### src/rtl/stopwatch_pkg.sv
// Shared types, defaults and elaboration-time helpers for the stopwatch digit chain.
package stopwatch_pkg;

  typedef enum logic [1:0] {
    IDLE  = 2'd0,
    RUN   = 2'd1,
    PAUSE = 2'd2,
    DONE  = 2'd3
  } run_state_t;

  localparam int unsigned DEF_NUM_DIGITS = 4;
  localparam int unsigned DEF_DIGIT_W    = 4;
  // Moduli for MM:SS, top digit in the MSB slice.
  localparam logic [15:0] DEFAULT_DIGIT_MOD = {4'd6, 4'd10, 4'd6, 4'd10};
  // Widest packed modulus vector the slice helper accepts.
  localparam int unsigned MOD_PACK_W = 64;

  // Width of a digit index; never zero so single-digit chains still elaborate.
  function automatic int unsigned sel_width(input int unsigned n);
    return (n > 1) ? $clog2(n) : 1;
  endfunction

  // Modulus of digit idx; an all-zero slice encodes the full 2**w range.
  function automatic int unsigned digit_mod(input logic [MOD_PACK_W-1:0] packed_mod,
                                            input int unsigned idx,
                                            input int unsigned w);
    logic [MOD_PACK_W-1:0] mask;
    int unsigned raw;
    mask = (MOD_PACK_W'(1) << w) - MOD_PACK_W'(1);
    raw  = 32'((packed_mod >> (idx * w)) & mask);
    return (raw == 0) ? (32'd1 << w) : raw;
  endfunction

endpackage

### src/rtl/stopwatch_digit_chain_if.sv
// Control/status bundle between the stopwatch top level and the digit chain.
interface stopwatch_digit_chain_if #(
  parameter int unsigned NUM_DIGITS = stopwatch_pkg::DEF_NUM_DIGITS,
  parameter int unsigned DIGIT_W    = stopwatch_pkg::DEF_DIGIT_W
) ();
  localparam int unsigned SEL_W = stopwatch_pkg::sel_width(NUM_DIGITS);

  logic                          tick;
  logic                          start;
  logic                          stop;
  logic                          clear;
  logic                          ups;
  logic                          load;
  logic [NUM_DIGITS*DIGIT_W-1:0] load_val;
  logic                          adj_inc;
  logic                          adj_dec;
  logic [SEL_W-1:0]              adj_sel;
  logic [NUM_DIGITS*DIGIT_W-1:0] digits;
  logic                          running;
  logic                          done;
  logic                          carry_out;

  modport master (
    output tick, start, stop, clear, ups, load, load_val, adj_inc, adj_dec, adj_sel,
    input  digits, running, done, carry_out
  );

  modport slave (
    input  tick, start, stop, clear, ups, load, load_val, adj_inc, adj_dec, adj_sel,
    output digits, running, done, carry_out
  );
endinterface

### src/rtl/stopwatch_digit.sv
// One modulo-MOD counter digit with clamped preset, local adjust and a ripple wrap flag.
module stopwatch_digit #(
  parameter int unsigned DIGIT_W = 4,
  parameter int unsigned MOD     = 10
) (
  input  logic               clk,
  input  logic               reset,
  input  logic               step,
  input  logic               ups,
  input  logic               clear,
  input  logic               load,
  input  logic [DIGIT_W-1:0] load_val,
  input  logic               adj_inc,
  input  logic               adj_dec,
  output logic [DIGIT_W-1:0] value,
  output logic               wrap_c,
  output logic               at_zero_c,
  output logic               at_max_c
);
  localparam int unsigned       EXT_W   = DIGIT_W + 1;
  localparam logic [DIGIT_W-1:0] MAX_V  = DIGIT_W'(MOD - 1);
  localparam logic [EXT_W-1:0]  MOD_EXT = EXT_W'(MOD);

  logic [DIGIT_W-1:0] inc_c;
  logic [DIGIT_W-1:0] dec_c;
  logic [DIGIT_W-1:0] load_c;

  // Neighbour values, clamp and the wrap flag that steps the next digit.
  always_comb begin
    at_zero_c = (value == '0);
    at_max_c  = (value == MAX_V);
    inc_c     = at_max_c ? '0 : value + DIGIT_W'(1);
    dec_c     = at_zero_c ? MAX_V : value - DIGIT_W'(1);
    load_c    = ({1'b0, load_val} >= MOD_EXT) ? MAX_V : load_val;
    wrap_c    = step && (ups ? at_max_c : at_zero_c);
  end

  // Digit register: clear > load > adjust > step; inc+dec together holds.
  always_ff @(posedge clk) begin
    if (!reset) begin
      value <= '0;
    end else if (clear) begin
      value <= '0;
    end else if (load) begin
      value <= load_c;
    end else if (adj_inc && !adj_dec) begin
      value <= inc_c;
    end else if (adj_dec && !adj_inc) begin
      value <= dec_c;
    end else if (step) begin
      value <= ups ? inc_c : dec_c;
    end
  end
endmodule

### src/rtl/stopwatch_digit_chain.sv
// Cascaded up/down time counter: run FSM, command priority, terminal detection, pulse outputs.
module stopwatch_digit_chain
  import stopwatch_pkg::*;
#(
  parameter int unsigned                   NUM_DIGITS = DEF_NUM_DIGITS,
  parameter int unsigned                   DIGIT_W    = DEF_DIGIT_W,
  parameter logic [NUM_DIGITS*DIGIT_W-1:0] DIGIT_MOD  = (NUM_DIGITS*DIGIT_W)'(DEFAULT_DIGIT_MOD),
  parameter bit                            WRAP_UP    = 1'b1
) (
  input logic                    clk,
  input logic                    reset,
  stopwatch_digit_chain_if.slave bus
);
  localparam int unsigned         BUS_W     = NUM_DIGITS * DIGIT_W;
  localparam int unsigned         SEL_W     = sel_width(NUM_DIGITS);
  localparam int unsigned         MOD0      = digit_mod(MOD_PACK_W'(DIGIT_MOD), 0, DIGIT_W);
  localparam logic [DIGIT_W-1:0]  NEAR_MAX0 = DIGIT_W'(MOD0 - 2);
  localparam logic [NUM_DIGITS-1:0] LSD_MASK = NUM_DIGITS'(1);

  run_state_t            state_q, state_d;
  logic                  done_d, carry_d;
  logic                  running_q, done_q, carry_q;
  logic [NUM_DIGITS-1:0] at_zero_v, at_max_v;
  logic [BUS_W-1:0]      digits_v;
  logic                  all_zero_c, all_max_c, hold_c, reach_c;
  logic                  count_step_c, load_en_c, adj_en_c, msd_wrap_c;

  // Terminal detection and command qualification for the current state.
  always_comb begin
    all_zero_c   = &at_zero_v;
    all_max_c    = &at_max_v;
    // Already at the terminal value: a tick (or a start) must not move the digits.
    hold_c       = bus.ups ? (!WRAP_UP && all_max_c) : all_zero_c;
    // One step away: only digit 0 moves, so this tick lands on the terminal value.
    reach_c      = bus.ups
                   ? (!WRAP_UP && (&(at_max_v | LSD_MASK)) && (digits_v[DIGIT_W-1:0] == NEAR_MAX0))
                   : ((&(at_zero_v | LSD_MASK)) && (digits_v[DIGIT_W-1:0] == DIGIT_W'(1)));
    count_step_c = (state_q == RUN) && bus.tick && !bus.clear && !hold_c;
    load_en_c    = bus.load && !bus.clear && (state_q != RUN);
    adj_en_c     = ((state_q == IDLE) || (state_q == PAUSE)) && !bus.clear && !bus.load
                   && (bus.adj_inc ^ bus.adj_dec) && (32'(bus.adj_sel) < NUM_DIGITS);
  end

  // Digit chain; each digit steps on the wrap of the one below it.
  for (genvar k = 0; k < NUM_DIGITS; k++) begin : g_dig
    localparam int unsigned MOD_K = digit_mod(MOD_PACK_W'(DIGIT_MOD), k, DIGIT_W);
    logic               step_c, wrap_c, zero_c, max_c;
    logic [DIGIT_W-1:0] value;

    if (k == 0) begin : g_lsd
      assign step_c = count_step_c;
    end else begin : g_upper
      assign step_c = g_dig[k-1].wrap_c;
    end

    stopwatch_digit #(
      .DIGIT_W (DIGIT_W),
      .MOD     (MOD_K)
    ) u_digit (
      .clk       (clk),
      .reset     (reset),
      .step      (step_c),
      .ups       (bus.ups),
      .clear     (bus.clear),
      .load      (load_en_c),
      .load_val  (bus.load_val[k*DIGIT_W +: DIGIT_W]),
      .adj_inc   (adj_en_c && bus.adj_inc && (bus.adj_sel == SEL_W'(k))),
      .adj_dec   (adj_en_c && bus.adj_dec && (bus.adj_sel == SEL_W'(k))),
      .value     (value),
      .wrap_c    (wrap_c),
      .at_zero_c (zero_c),
      .at_max_c  (max_c)
    );

    assign digits_v[k*DIGIT_W +: DIGIT_W] = value;
    assign at_zero_v[k] = zero_c;
    assign at_max_v[k]  = max_c;
  end

  assign msd_wrap_c = g_dig[NUM_DIGITS-1].wrap_c;

  // Run FSM next state and pulse requests.
  always_comb begin
    state_d = state_q;
    done_d  = 1'b0;
    carry_d = 1'b0;
    if (bus.clear) begin
      state_d = IDLE;
    end else begin
      unique case (state_q)
        IDLE, PAUSE: begin
          if (!bus.load && bus.start && !bus.stop) begin
            if (hold_c) begin
              state_d = DONE;
              done_d  = 1'b1;
            end else begin
              state_d = RUN;
            end
          end
        end
        RUN: begin
          state_d = bus.stop ? PAUSE : RUN;
          if (bus.tick) begin
            if (hold_c || reach_c) begin
              state_d = DONE;
              done_d  = 1'b1;
            end
            carry_d = msd_wrap_c && bus.ups;
          end
        end
        DONE: begin
          if (bus.load) state_d = PAUSE;
        end
        default: state_d = IDLE;
      endcase
    end
  end

  // State and registered status outputs.
  always_ff @(posedge clk) begin
    if (!reset) begin
      state_q   <= IDLE;
      running_q <= 1'b0;
      done_q    <= 1'b0;
      carry_q   <= 1'b0;
    end else begin
      state_q   <= state_d;
      running_q <= (state_d == RUN);
      done_q    <= done_d;
      carry_q   <= carry_d;
    end
  end

  assign bus.digits    = digits_v;
  assign bus.running   = running_q;
  assign bus.done      = done_q;
  assign bus.carry_out = carry_q;
endmodule

### src/flat_wrapper.sv
// flat-port wrapper written by rule: the top's interface ports become plain ports
module stopwatch_digit_chain_flat import stopwatch_pkg::*;
#(
  parameter int unsigned                   NUM_DIGITS = DEF_NUM_DIGITS,
  parameter int unsigned                   DIGIT_W    = DEF_DIGIT_W,
  parameter logic [NUM_DIGITS*DIGIT_W-1:0] DIGIT_MOD  = (NUM_DIGITS*DIGIT_W)'(DEFAULT_DIGIT_MOD),
  parameter bit                            WRAP_UP    = 1'b1
)
  (clk, reset, bus_tick, bus_start, bus_stop, bus_clear, bus_ups, bus_load, bus_load_val, bus_adj_inc, bus_adj_dec, bus_adj_sel, bus_digits, bus_running, bus_done, bus_carry_out);
  stopwatch_digit_chain_if #(.NUM_DIGITS(NUM_DIGITS), .DIGIT_W(DIGIT_W)) bus_i ();
  input logic clk;
  input logic reset;
  input wire logic [$bits(bus_i.tick)-1:0] bus_tick;
  input wire logic [$bits(bus_i.start)-1:0] bus_start;
  input wire logic [$bits(bus_i.stop)-1:0] bus_stop;
  input wire logic [$bits(bus_i.clear)-1:0] bus_clear;
  input wire logic [$bits(bus_i.ups)-1:0] bus_ups;
  input wire logic [$bits(bus_i.load)-1:0] bus_load;
  input wire logic [$bits(bus_i.load_val)-1:0] bus_load_val;
  input wire logic [$bits(bus_i.adj_inc)-1:0] bus_adj_inc;
  input wire logic [$bits(bus_i.adj_dec)-1:0] bus_adj_dec;
  input wire logic [$bits(bus_i.adj_sel)-1:0] bus_adj_sel;
  output wire logic [$bits(bus_i.digits)-1:0] bus_digits;
  output wire logic [$bits(bus_i.running)-1:0] bus_running;
  output wire logic [$bits(bus_i.done)-1:0] bus_done;
  output wire logic [$bits(bus_i.carry_out)-1:0] bus_carry_out;
  assign bus_i.tick = bus_tick;
  assign bus_i.start = bus_start;
  assign bus_i.stop = bus_stop;
  assign bus_i.clear = bus_clear;
  assign bus_i.ups = bus_ups;
  assign bus_i.load = bus_load;
  assign bus_i.load_val = bus_load_val;
  assign bus_i.adj_inc = bus_adj_inc;
  assign bus_i.adj_dec = bus_adj_dec;
  assign bus_i.adj_sel = bus_adj_sel;
  assign bus_digits = bus_i.digits;
  assign bus_running = bus_i.running;
  assign bus_done = bus_i.done;
  assign bus_carry_out = bus_i.carry_out;
  stopwatch_digit_chain #(.NUM_DIGITS(NUM_DIGITS), .DIGIT_W(DIGIT_W), .DIGIT_MOD(DIGIT_MOD), .WRAP_UP(WRAP_UP)) u_core (.clk(clk), .reset(reset), .bus(bus_i));
endmodule
### config.mk
export PLATFORM = sky130hd
export DESIGN_NAME = stopwatch_digit_chain_flat
export DESIGN_NICKNAME = d
export VERILOG_FILES = /design/src/rtl/stopwatch_pkg.sv /design/src/rtl/stopwatch_digit_chain_if.sv /design/src/rtl/stopwatch_digit.sv /design/src/rtl/stopwatch_digit_chain.sv /design/src/flat_wrapper.sv
export SDC_FILE = /design/constraint.sdc
export NUM_CORES = 1
export LEC_CHECK = 0
export BUFFER_PORTS_ARGS = -buffer_cell sky130_fd_sc_hd__buf_2
export CORE_MARGIN = 4
export CORE_UTILIZATION = 48
export DETAILED_ROUTE_END_ITERATION = 16
export PLACE_DENSITY = 0.73
export SYNTH_ARGS = -nofsm -noshare
export SYNTH_HDL_FRONTEND = slang
export SYNTH_SLANG_ARGS = --single-unit
### constraint.sdc
create_clock -name clk -period 2.6 [get_ports clk]
set_input_delay 0.13 -clock clk [delete_from_list [all_inputs] [get_ports clk]]
set_output_delay 0.13 -clock clk [all_outputs]
set_load 0.1 [all_outputs]
==> out/results.tsv <==
stage	metric	value	unit
synth	synthDistinctLibCells	59	
floorplan	dieArea	5230	um2
synth	syn_nets	310	
place	numPortBuffers	46	
pwr	vdd_drop_max	0.227	mV
timing	finalCritPeriodShare	0.889	
detailed_routing	viasPerCell	5.75	
critical_path	cp-endpoint	u_core.g_dig[2].u_digit.value[3]	
job	max_cap_violations	0	
critical_path	crit_path_start	u_core.state_q[0]	
critical_path	arrival	2.47	ns
pwr	p_int	0.527	mW
final_layout	syn_to_final_growth	16.2	%
place	dp.cells	363	
clock_network	cts.reportedPaths.clkPinSlew	0.08	ns
synth	yosys-top-cells-area	dfxtp_1 21%, nor2_1 4.7%, nand2_1 4.2%	
critical_path	cp.required	2.76	ns
critical_path	rr_endpoint	u_core.g_dig[2].u_digit.value[3]	
floorplan	core_area	4000	um2
clock_network	ctsResizeCount	0	
synth	synth.avg_cell_area	7.19	um2
place	hpwl	3960	um
global_route	grtUsageTotal	0.207	
clock_network	clock_latency	0.27	ns
pwr	p_sw_frac	0.361	
final_layout	diodes	0	
pwr	seqPwrFrac	0.418	
synth	ys_seq_area_frac	0.212	
pwr	pwr-share-comb	0.309	
clock_network	cts_buffers	3	
critical_path	cp-start-kind	flip-flop	
timing	max_freq	0.432	GHz
detailed_routing	route.vias.total	2109	
pwr	pwr-share-clk	0.273	
floorplan	ioPinCount	47	
floorplan	die_h	72.3	um
global_route	grt_start_max_net_pins	16	
critical_path	worstSetupPathType	reg2reg	
min_path	min_path_type	in2reg	
timing	skew	0.00491	ns
synth	yosysMostFrequentCell	nor2_1	
clock_network	cts_tree	built	
timing	rsz0062_at_grt	no	
critical_path	end_kind	flip-flop	
place	pre_cts_slack	0.227	ns
global_route	antenna_found_initial	0	
detailed_routing	routed_wirelength	5210	um
timing	final.min_clock_period	2.31	ns
synth	synth-seq-cells	21	
final_layout	fin_nets	352	
clock_network	clockBufferDepth	2	
global_route	grt.overflow.total	0	
timing	tns	0	ns
synth	synth_largest_area_cell	dfxtp_1	
floorplan	die_x	72.3	um
critical_path	path_max_fanout	7	
synth	syn_area	1990	um2
detailed_routing	drc	0	
critical_path	rrSetupSlack	0.29	ns
timing	setup_slack	0.288	ns
timing	whs	0.0742	ns
synth	synthFlopType	dfxtp_1	
critical_path	reg2regPathDepth	10	
synth	async_flop_share	0	
pwr	p_switching	0.297	mW
floorplan	start_util	0.496	
global_route	grt_pass1_vias	1909	
global_route	grt_pass1_wl	8710	um
critical_path	r2r-start	u_core.state_q[0]	
synth	ys_warn_count	0	
pwr	p_per_area	357	nW/um2
detailed_routing	drt_first_pass_iters	4	
clock_network	cts-htree-levels	1	
final_layout	fin_cells	367	
synth	synth_edf_count	0	
timing	slew_violations	0	
pwr	p_leak	0.993	nW
synth	synth_common_cells	25 x nor2_1, 22 x nand2_1, 21 x dfxtp_1, 16 x inv_1	
synth	synthCells	276	
clock_network	cts_root_buffer	clkbuf_8	
detailed_routing	ant_nets	0	
detailed_routing	drt-initial-drc-count	117	
place	gp_congestion	0.826	
floorplan	rows	23	
detailed_routing	routedWlPerCell	14.2	um
synth	synth_top_area_share	0.212	
final_layout	drive_gt1_frac	0.227	
run_status	status	complete, no violations	
timing	hold_viol_final	0	
timing	tightest_slew	0.538	ns
timing	setup_violations	0	
timing	slew_headroom	0.641	
clock_network	numClockSinks	21	
clock_network	cts_hold_buf	0	
clock_network	postCtsSetupRepairBufs	0	
[stage by stage]
step / utilization / total power [mW] / area (um2)
after floorplan: - / 0.534 / 1990
after CTS: 0.576 / 0.828 / 2300
final: 0.577 / 0.824 / 2310
after global routing: 0.577 / 0.870 / 2310
after global placement: 0.565 / 0.602 / 2260
after detailed placement: 0.565 / 0.604 / 2260
[critical path, stage by stage (launching register included)]
cell and delay, ns:
dfxtp_1 0.31, nor3_1 0.22, buf_4 0.16, and2_1 0.17, nand2_1 0.09, ha_1 0.27
nor3_1 0.17, o21ai_0 0.11, a221oi_1 0.30, nor3b_1 0.09, a311o_1 0.31
[cell usage in the layout, fill, tap and decap left out, drive strengths merged, types with 5 or more instances in the layout]
cell type / count
nor2: 25
o211ai: 6
mux2i: 5
buf: 55
inv: 16
ha: 6
xnor2: 6
nand3: 10
nor2b: 9
and3: 5
nand2: 22
dfxtp: 21
or3: 6
a21oi: 15
nor4: 6
nand2b: 9
nor3: 11
o21ai: 16
[state kept, by name, indices dropped and copies added, names as in the netlist]
name                        flops
u_core.bus.running              1
u_core.state_q                  2
u_core.bus.carry_out            1
u_core.bus.done                 1
u_core.g_dig.u_digit.value     16
[power by group through the flow]
stage	Combinational, mW	Sequential, mW	Clock [mW]
2_1_floorplan	0.136	0.398	0
3_3_place_gp	0.251	0.351	0
3_5_place_dp	0.253	0.352	0
4_1_cts	0.254	0.344	0.230
5_1_grt	0.278	0.346	0.246
6_report	0.255	0.344	0.225
[area by class of cell]
| class | instances | area [um2] |
|---|---|---|
| inverters | 16 | 60.1 |
| clock buffers | 4 | 45.0 |
| multi-input cells | 221 | 1420 |
| fillers | 399 | 1690 |
| well taps | 50 | 62.6 |
| repair buffers | 55 | 298 |
| flip-flops and latches | 21 | 422 |
[logic make-up after synthesis]
family          Yosys count  synth area share
mux                       7            0.0365
buf+inv                  34            0.0744
simple gates            120             0.311
xor+xnor                  8            0.0353
fa+ha+maj                 6            0.0378
flops                    21             0.212
compound gates           80             0.293
[worst min path at each step]
stage / start / endpoint / slack, ns / cells after the start
floorplan: bus_load_val[10] / u_core.g_dig[2].u_digit.value[2] / 0.24 / 2
global placement: bus_load_val[9] / u_core.g_dig[2].u_digit.value[1] / 0.35 / 3
detailed placement: bus_load_val[9] / u_core.g_dig[2].u_digit.value[1] / 0.35 / 3
CTS: bus_load_val[9] / u_core.g_dig[2].u_digit.value[1] / 0.07 / 3
global route: bus_load_val[9] / u_core.g_dig[2].u_digit.value[1] / 0.09 / 3
finish: bus_load_val[9] / u_core.g_dig[2].u_digit.value[1] / 0.07 / 3
[metal layers]
metal / wire [um] / GRT usage / vias to the layer above
li1: - / - / 1087
met3: 236 / 0.0180 / 9
met4: 82 / 0.0731 / 0
met1: 2280 / 0.269 / 963
met2: 2610 / 0.356 / 50
met5: 0 / 0 / -
(Power assumes the default switching activity.)
